File: config.mk
export PLATFORM = sky130hd
export DESIGN_NAME = rx_acq_controller
export DESIGN_NICKNAME = d
export VERILOG_FILES = /design/src/rtl/rx_ctrl_pkg.sv /design/src/rtl/rx_lock_detect.sv /design/src/rtl/rx_acq_controller.sv
export SDC_FILE = /design/constraint.sdc
export NUM_CORES = 1
export LEC_CHECK = 0
export BUFFER_PORTS_ARGS = -buffer_cell sky130_fd_sc_hd__buf_2
export CORE_UTILIZATION = 45
export CTS_BUF_LIST = sky130_fd_sc_hd__clkbuf_8
export CTS_CLUSTER_DIAMETER = 50
export CTS_CLUSTER_SIZE = 24
export DETAILED_ROUTE_END_ITERATION = 8
export PLACE_DENSITY = 0.73
export SLEW_MARGIN = 20
export SYNTH_ARGS = -nofsm -noshare
export SYNTH_HDL_FRONTEND = slang
export SYNTH_HIERARCHICAL = 1
export SYNTH_SLANG_ARGS = --single-unit
File: constraint.sdc
create_clock -name clk_32M768 -period 4.35 [get_ports clk_32M768]
set_input_delay 0.435 -clock clk_32M768 [delete_from_list [all_inputs] [get_ports clk_32M768]]
set_output_delay 0.435 -clock clk_32M768 [all_outputs]
set_load 0.1 [all_outputs]
File: src/rtl/rx_ctrl_pkg.sv
// Shared types and helpers for the PSK receive acquisition controller.
// State codes are exported on the state port, so the encoding is fixed.
package rx_ctrl_pkg;

   typedef enum logic [2:0] {
      ST_RESET    = 3'd0,
      ST_SEARCH   = 3'd1,
      ST_LOCK     = 3'd2,
      ST_PREAMBLE = 3'd3,
      ST_SYNC     = 3'd4,
      ST_DATA     = 3'd5
   } state_t;

   localparam int RST_HOLD_DEFAULT = 16;

   // Magnitude of a w-bit signed value; the most negative code folds onto the
   // most positive one so the result always fits back into w-1 bits.
   function automatic logic [31:0] sat_abs(input logic signed [31:0] v, input int unsigned w);
      logic [31:0] lim;
      logic [31:0] mag;
      lim = 32'd1 << (w - 1);
      mag = (v < 0) ? 32'(-v) : 32'(v);
      if (mag >= lim) begin
         mag = lim - 32'd1;
      end
      return mag;
   endfunction

endpackage

File: src/rtl/rx_lock_detect.sv
// Costas lock detector: counts consecutive in-limit symbols, combinational locked pulse.
// Latency: locked asserts in the cycle of the qualifying ce_sym; no backpressure.
module rx_lock_detect
   import rx_ctrl_pkg::*;
#(
   parameter int ERR_WIDTH = 16
)(
   input  logic                        clk_32M768,
   input  logic                        rst_n_32M768,
   input  logic                        enable,
   input  logic                        ce_sym,
   input  logic signed [ERR_WIDTH-1:0] costas_err,
   input  logic [15:0]                 lock_threshold,
   input  logic [7:0]                  lock_count,
   output logic                        locked
);

   logic [7:0]  lock_cnt;
   logic [31:0] err_mag;
   logic        in_limit;
   logic [8:0]  cnt_inc;
   logic [7:0]  need;

   assign err_mag  = sat_abs(32'(costas_err), ERR_WIDTH);
   assign in_limit = (err_mag <= {16'd0, lock_threshold});
   assign need     = (lock_count == 8'd0) ? 8'd1 : lock_count;
   assign cnt_inc  = {1'b0, lock_cnt} + 9'd1;
   assign locked   = enable && ce_sym && in_limit && (cnt_inc >= {1'b0, need});

   // Held at zero outside LOCK so every entry starts a fresh run.
   always_ff @(posedge clk_32M768 or negedge rst_n_32M768) begin
      if (!rst_n_32M768) begin
         lock_cnt <= '0;
      end else if (!enable) begin
         lock_cnt <= '0;
      end else if (ce_sym) begin
         if (!in_limit) begin
            lock_cnt <= '0;
         end else if (lock_cnt != 8'hFF) begin
            lock_cnt <= cnt_inc[7:0];
         end
      end
   end

endmodule

File: src/rtl/rx_acq_controller.sv
// Receive acquisition/frame sequencer: SEARCH->LOCK->PREAMBLE->SYNC->DATA, loop reset and stats.
// Latency: 1 clk from flag/strobe to registered state and pulses; no backpressure, input stream is observed only.
module rx_acq_controller
   import rx_ctrl_pkg::*;
#(
   parameter int ERR_WIDTH = 16,
   parameter int RST_HOLD  = RST_HOLD_DEFAULT,
   parameter int CNT_WIDTH = 16
)(
   input  logic                        clk_32M768,
   input  logic                        rst_n_32M768,
   input  logic                        ce_sym,
   input  logic                        SD_flag,
   input  logic                        PD_flag,
   input  logic                        BD_flag,
   input  logic signed [ERR_WIDTH-1:0] costas_err,
   input  logic                        data_tvalid,
   input  logic                        data_tlast,
   input  logic [15:0]                 LOCK_THRESHOLD,
   input  logic [7:0]                  LOCK_COUNT,
   input  logic [15:0]                 TIMEOUT,
   output logic                        loop_rst,
   output logic                        rx_enable,
   output logic [2:0]                  state,
   output logic                        frame_done,
   output logic                        frame_err,
   output logic [CNT_WIDTH-1:0]        frame_cnt,
   output logic [7:0]                  fail_cnt
);

   state_t      state_q, state_d;
   logic [15:0] hold_cnt_q, hold_cnt_d;
   logic [15:0] tmo_q, tmo_d;
   logic        locked, active, tmo_hit, sig_loss, frame_end;
   logic        frame_done_d, frame_err_d;

   rx_lock_detect #(.ERR_WIDTH(ERR_WIDTH)) u_lock_detect (
      .clk_32M768     (clk_32M768),
      .rst_n_32M768   (rst_n_32M768),
      .enable         (state_q == ST_LOCK),
      .ce_sym         (ce_sym),
      .costas_err     (costas_err),
      .lock_threshold (LOCK_THRESHOLD),
      .lock_count     (LOCK_COUNT),
      .locked         (locked)
   );

   assign active    = state_q inside {ST_LOCK, ST_PREAMBLE, ST_SYNC, ST_DATA};
   assign tmo_hit   = active && (TIMEOUT != 16'd0) && ce_sym &&
                      (({1'b0, tmo_q} + 17'd1) >= {1'b0, TIMEOUT});
   assign sig_loss  = (state_q inside {ST_LOCK, ST_PREAMBLE, ST_SYNC}) && !SD_flag;
   assign frame_end = (state_q == ST_DATA) && data_tvalid && data_tlast;

   always_comb begin
      state_d      = state_q;
      hold_cnt_d   = '0;
      frame_done_d = 1'b0;
      frame_err_d  = 1'b0;
      case (state_q)
         ST_RESET: begin
            if (hold_cnt_q >= 16'(RST_HOLD - 1)) state_d = ST_SEARCH;
            else                                 hold_cnt_d = hold_cnt_q + 16'd1;
         end
         ST_SEARCH:   if (SD_flag) state_d = ST_LOCK;
         ST_LOCK:     if (locked)  state_d = ST_PREAMBLE;
         ST_PREAMBLE: if (PD_flag) state_d = ST_SYNC;
         ST_SYNC:     if (BD_flag) state_d = ST_DATA;
         ST_DATA:     state_d = ST_DATA;
         default:     state_d = ST_RESET;
      endcase
      // Frame end beats timeout, which beats signal loss, which beats progress.
      if (frame_end) begin
         state_d      = ST_SEARCH;
         frame_done_d = 1'b1;
      end else if (tmo_hit || sig_loss) begin
         state_d     = ST_RESET;
         frame_err_d = 1'b1;
      end

      if (state_d != state_q || !active)                tmo_d = '0;
      else if (state_q == ST_DATA && data_tvalid)       tmo_d = '0;
      else if (ce_sym && tmo_q != 16'hFFFF)             tmo_d = tmo_q + 16'd1;
      else                                              tmo_d = tmo_q;
   end

   always_ff @(posedge clk_32M768 or negedge rst_n_32M768) begin
      if (!rst_n_32M768) begin
         state_q    <= ST_RESET;
         hold_cnt_q <= '0;
         tmo_q      <= '0;
      end else begin
         state_q    <= state_d;
         hold_cnt_q <= hold_cnt_d;
         tmo_q      <= tmo_d;
      end
   end

   always_ff @(posedge clk_32M768 or negedge rst_n_32M768) begin
      if (!rst_n_32M768) begin
         loop_rst   <= 1'b1;
         rx_enable  <= 1'b0;
         frame_done <= 1'b0;
         frame_err  <= 1'b0;
         frame_cnt  <= '0;
         fail_cnt   <= '0;
      end else begin
         loop_rst   <= (state_d == ST_RESET);
         rx_enable  <= (state_d == ST_DATA);
         frame_done <= frame_done_d;
         frame_err  <= frame_err_d;
         if (frame_done_d && frame_cnt != {CNT_WIDTH{1'b1}}) frame_cnt <= frame_cnt + CNT_WIDTH'(1);
         if (frame_err_d && fail_cnt != 8'hFF)                fail_cnt  <= fail_cnt + 8'd1;
      end
   end

   assign state = state_q;

endmodule

==> impl_metrics.json <==
{
  "layout-drive-gt1-share_pct": 22.6,
  "leakage_uw": 0.00310,
  "start_util_pct": 46.4,
  "crit_path_start": "costas_err[8]",
  "antenna_found_initial": 1,
  "path_class": "in -> reg",
  "clock.fmax_mhz": 258,
  "slew_headroom_pct": 45.7,
  "pre_cts_slack_ns": -0.0762,
  "maxCapViolCount": 0,
  "cp-start-kind": "input pin",
  "hold_violations": 0,
  "rrSetupSlack_ns": 0.52,
  "post-route-min-period_ns": 3.87,
  "ys_ff_latch": 71,
  "cp_max_fo": 15,
  "synth-main-ff-cell": "dfrtp_1",
  "synth_warnings": 6,
  "ios": 95,
  "cts_sinks": 71,
  "routed_via_density": 5.43,
  "yosysTopAreaCellShare_pct": 32.8,
  "hold_class": "in -> async",
  "remaining_drc_errors": 8,
  "synth_mux_area_share_pct": 1.41,
  "grt_start_max_net_pins": 39,
  "synthCells": 587,
  "die_h_um": 111,
  "synthSimpleGateAreaFrac_pct": 25.0,
  "drtIter0Drc": 171,
  "pwr-share-seq_pct": 31.0,
  "final_antenna_net_count": 0,
  "core_area_sq_um": 11500,
  "comb_power_share_pct": 47.3,
  "drt_wl_total_um": 11700,
  "hold_buffers": 0,
  "crit_slowest_cell": "nor2_4",
  "clock_latency_ns": 0.35,
  "synth-compound-area-share_pct": 11.9,
  "die_area_sq_um": 12300,
  "worstPathArrival_ns": 4.07,
  "final_util_pct": 54.1,
  "fin_crit_sh_pct": 89.1,
  "setup_viol": 0,
  "num_rows": 39,
  "maxSlewViolCount": 0,
  "synth_fa_ha_area_share_pct": 10.8,
  "syn_avg_cell_area_sq_um": 9.10,
  "grt_usage_pct": 19.9,
  "synth_top_area_cell": "dfrtp_1",
  "async_flop_share_pct": 100,
  "routed-via-count": 4569,
  "fin_skew_ns": 0.0154,
  "cpMostUsedCell": "o211ai_1",
  "status": "finished with violations",
  "violations": "DRC",
  "worst-endpoint-required_ns": 4.55,
  "nFillCells": 1081,
  "cts_max_path_buffers": 2,
  "setup-tns-final_ns": 0,
  "yosysSeqAreaShare_pct": 33.3,
  "cts_htree_levels": 3,
  "synth_edf_count": 0,
  "grt_overflow": 0,
  "routedWlPerCell_um": 13.9,
  "max_stage_delay_ns": 0.38,
  "cp-end-kind": "flip-flop",
  "layout_common_cells": "buf_2, dfrtp_1, inv_1, nand2_1, ha_1",
  "clockPowerShare_pct": 21.7,
  "swShare_pct": 49.3,
  "diodes": 0,
  "fin_ws_ns": 0.476,
  "hpwlAfterDp_um": 9140,
  "syn_area_sq_um": 5340,
  "cts_root_buffer": "clkbuf_8",
  "cts_buffers": 9,
  "cp_cell_sequence": "buf_2 > nor3_1 > nand3b_2 > nor4_4 > nand3_2 > o211ai_1 > ha_1 > nor2b_1 > o211ai_1 > a2111o_1 > a31oi_2 > nor2_1 > o311a_1 > nand3_1 > a21o_1 > o21ai_0 > nand2_1 > nor2_4 > nor4_1",
  "max-vdd-ir-drop_mv": 0.747,
  "timing.rr.start": "tmo_q[0]$_DFFE_PN0P_",
  "grt_pass1_vias": 4469,
  "syn_to_final_growth_pct": 16.6,
  "internal_power_uw": 1390,
  "grt_pass1_wl_um": 20100,
  "ff_latch_area_sq_um": 1780,
  "synth_top_family_by_area": "simple AND/OR/NAND/NOR gates",
  "rsz0062_at_grt": "false",
  "hold_ws_ns": 0.179,
  "worst_slew_pin_slew_ns": 0.815,
  "first_pass_iters": 6,
  "yosys.area_share.xor_xnor_pct": 11.8,
  "multi_input_area_sq_um": 3320,
  "synth_cell_type_count": 73,
  "tritoncts": "built",
  "place_congestion": 0.876,
  "clkTransAtPathRegs_ns": 0.07,
  "final_common_cell": "buf_2",
  "p_switching_uw": 1350,
  "die_w_um": 111,
  "portBuffers": 94,
  "ys_top_cells_by_area": "dfrtp_1, ha_1, xor2_1, xnor2_1, inv_1",
  "nNetsFinal": 804,
  "pwr_density_cell_nw_per_um2": 440
}
## state kept, by name (all words and copies together) (netlist names)
name                    count
u_lock_detect/lock_cnt      8
loop_rst                    1
state                       3
frame_done                  1
tmo_q                      16
frame_cnt                  16
rx_enable                   1
hold_cnt_q                 16
frame_err                   1
fail_cnt                    8
## cells in the mapped netlist, types with 6 or more instances
library cell  number
dfrtp_1           70
inv_1             56
nand2_1           50
ha_1              46
xor2_1            42
nor2_1            38
nand3_1           37
xnor2_1           28
a21oi_1           26
nand4_1           18
nor4_1            18
nor3_1            14
o21ai_0           14
nor4_2            12
o211ai_1           6
o31ai_1            6
## path summary, 6_finish.rpt
| check | cells after the start | endpoint |
|---|---|---|
| worst max-delay path | 19 | tmo_q[11]$_DFFE_PN0P_ |
| worst min-delay path | 1 | frame_cnt[3]$_DFFE_PN0P_ |
| worst max register to register | 13 | tmo_q[11]$_DFFE_PN0P_ |
| worst min register to register | 1 | hold_cnt_q[0]$_DFF_PN0_ |
| max in group asynchronous | 2 | tmo_q[15]$_DFFE_PN0P_ |
| min in group clk_32M768 | 1 | hold_cnt_q[0]$_DFF_PN0_ |
## cell type report
| cell class | count | share of cell area [%] |
|---|---|---|
| sequential | 71 | 28.6 |
| tap | 143 | 2.87 |
| inverter | 56 | 3.38 |
| timing repair buffer | 100 | 8.28 |
| multi-input combinational | 456 | 53.2 |
| clock buffer | 10 | 2.21 |
| clock inverter | 6 | 1.47 |
## worst max-delay path, delay by kind of cell
family / cells / cell delay, ns
AND/OR/NAND/NOR: 10 / 2.13
adder cells (fa/ha/maj): 1 / 0.27
AO/OA/AOI/OAI: 7 / 1.12
buffers and inverters: 1 / 0.12
## metrics by stage
step	instance area [sq um]	instances	power, uW
floorplan	5380	598	1920
global placement	5970	825	2110
detailed placement	5970	825	2130
CTS	6200	841	2730
global route	6230	842	2890
finish	6230	842	2740
## routing by layer
metal | up-vias | part of all wire [%] | track usage (%)
met5 | - | 0.11 | 0
met4 | 2 | 2.3 | 6.30
met1 | 2144 | 47 | 26.0
met3 | 22 | 4.7 | 5.19
li1 | 2299 | - | -
met2 | 102 | 46 | 32.2
## timing repair
action / CTS / global route
gates resized for setup: 0 / 2
setup endpoints to repair: 0 / 15
setup buffers: 0 / 0
## power groups by stage
stage                     Combinational (uW)  Clock (uW)  Sequential, uW
after floorplan                          656           0            1260
after global placement                  1260           0             855
after detailed placement                1270           0             856
after CTS                               1270         611             846
after global routing                    1380         637             867
final                                   1300         595             850
## logic make-up (layout without fill, tap and decap cells)
logic type | Yosys count | in the layout
muxes | 7 | 7
other | 2 | 13
adders and majority gates | 46 | 46
AOI/OAI and AO/OA | 87 | 87
DFF | 71 | 71
and+or+nand+nor | 232 | 232
xor gates and xnor gates | 71 | 71
buffers and inverters | 71 | 172
(Power assumes the default switching activity.)
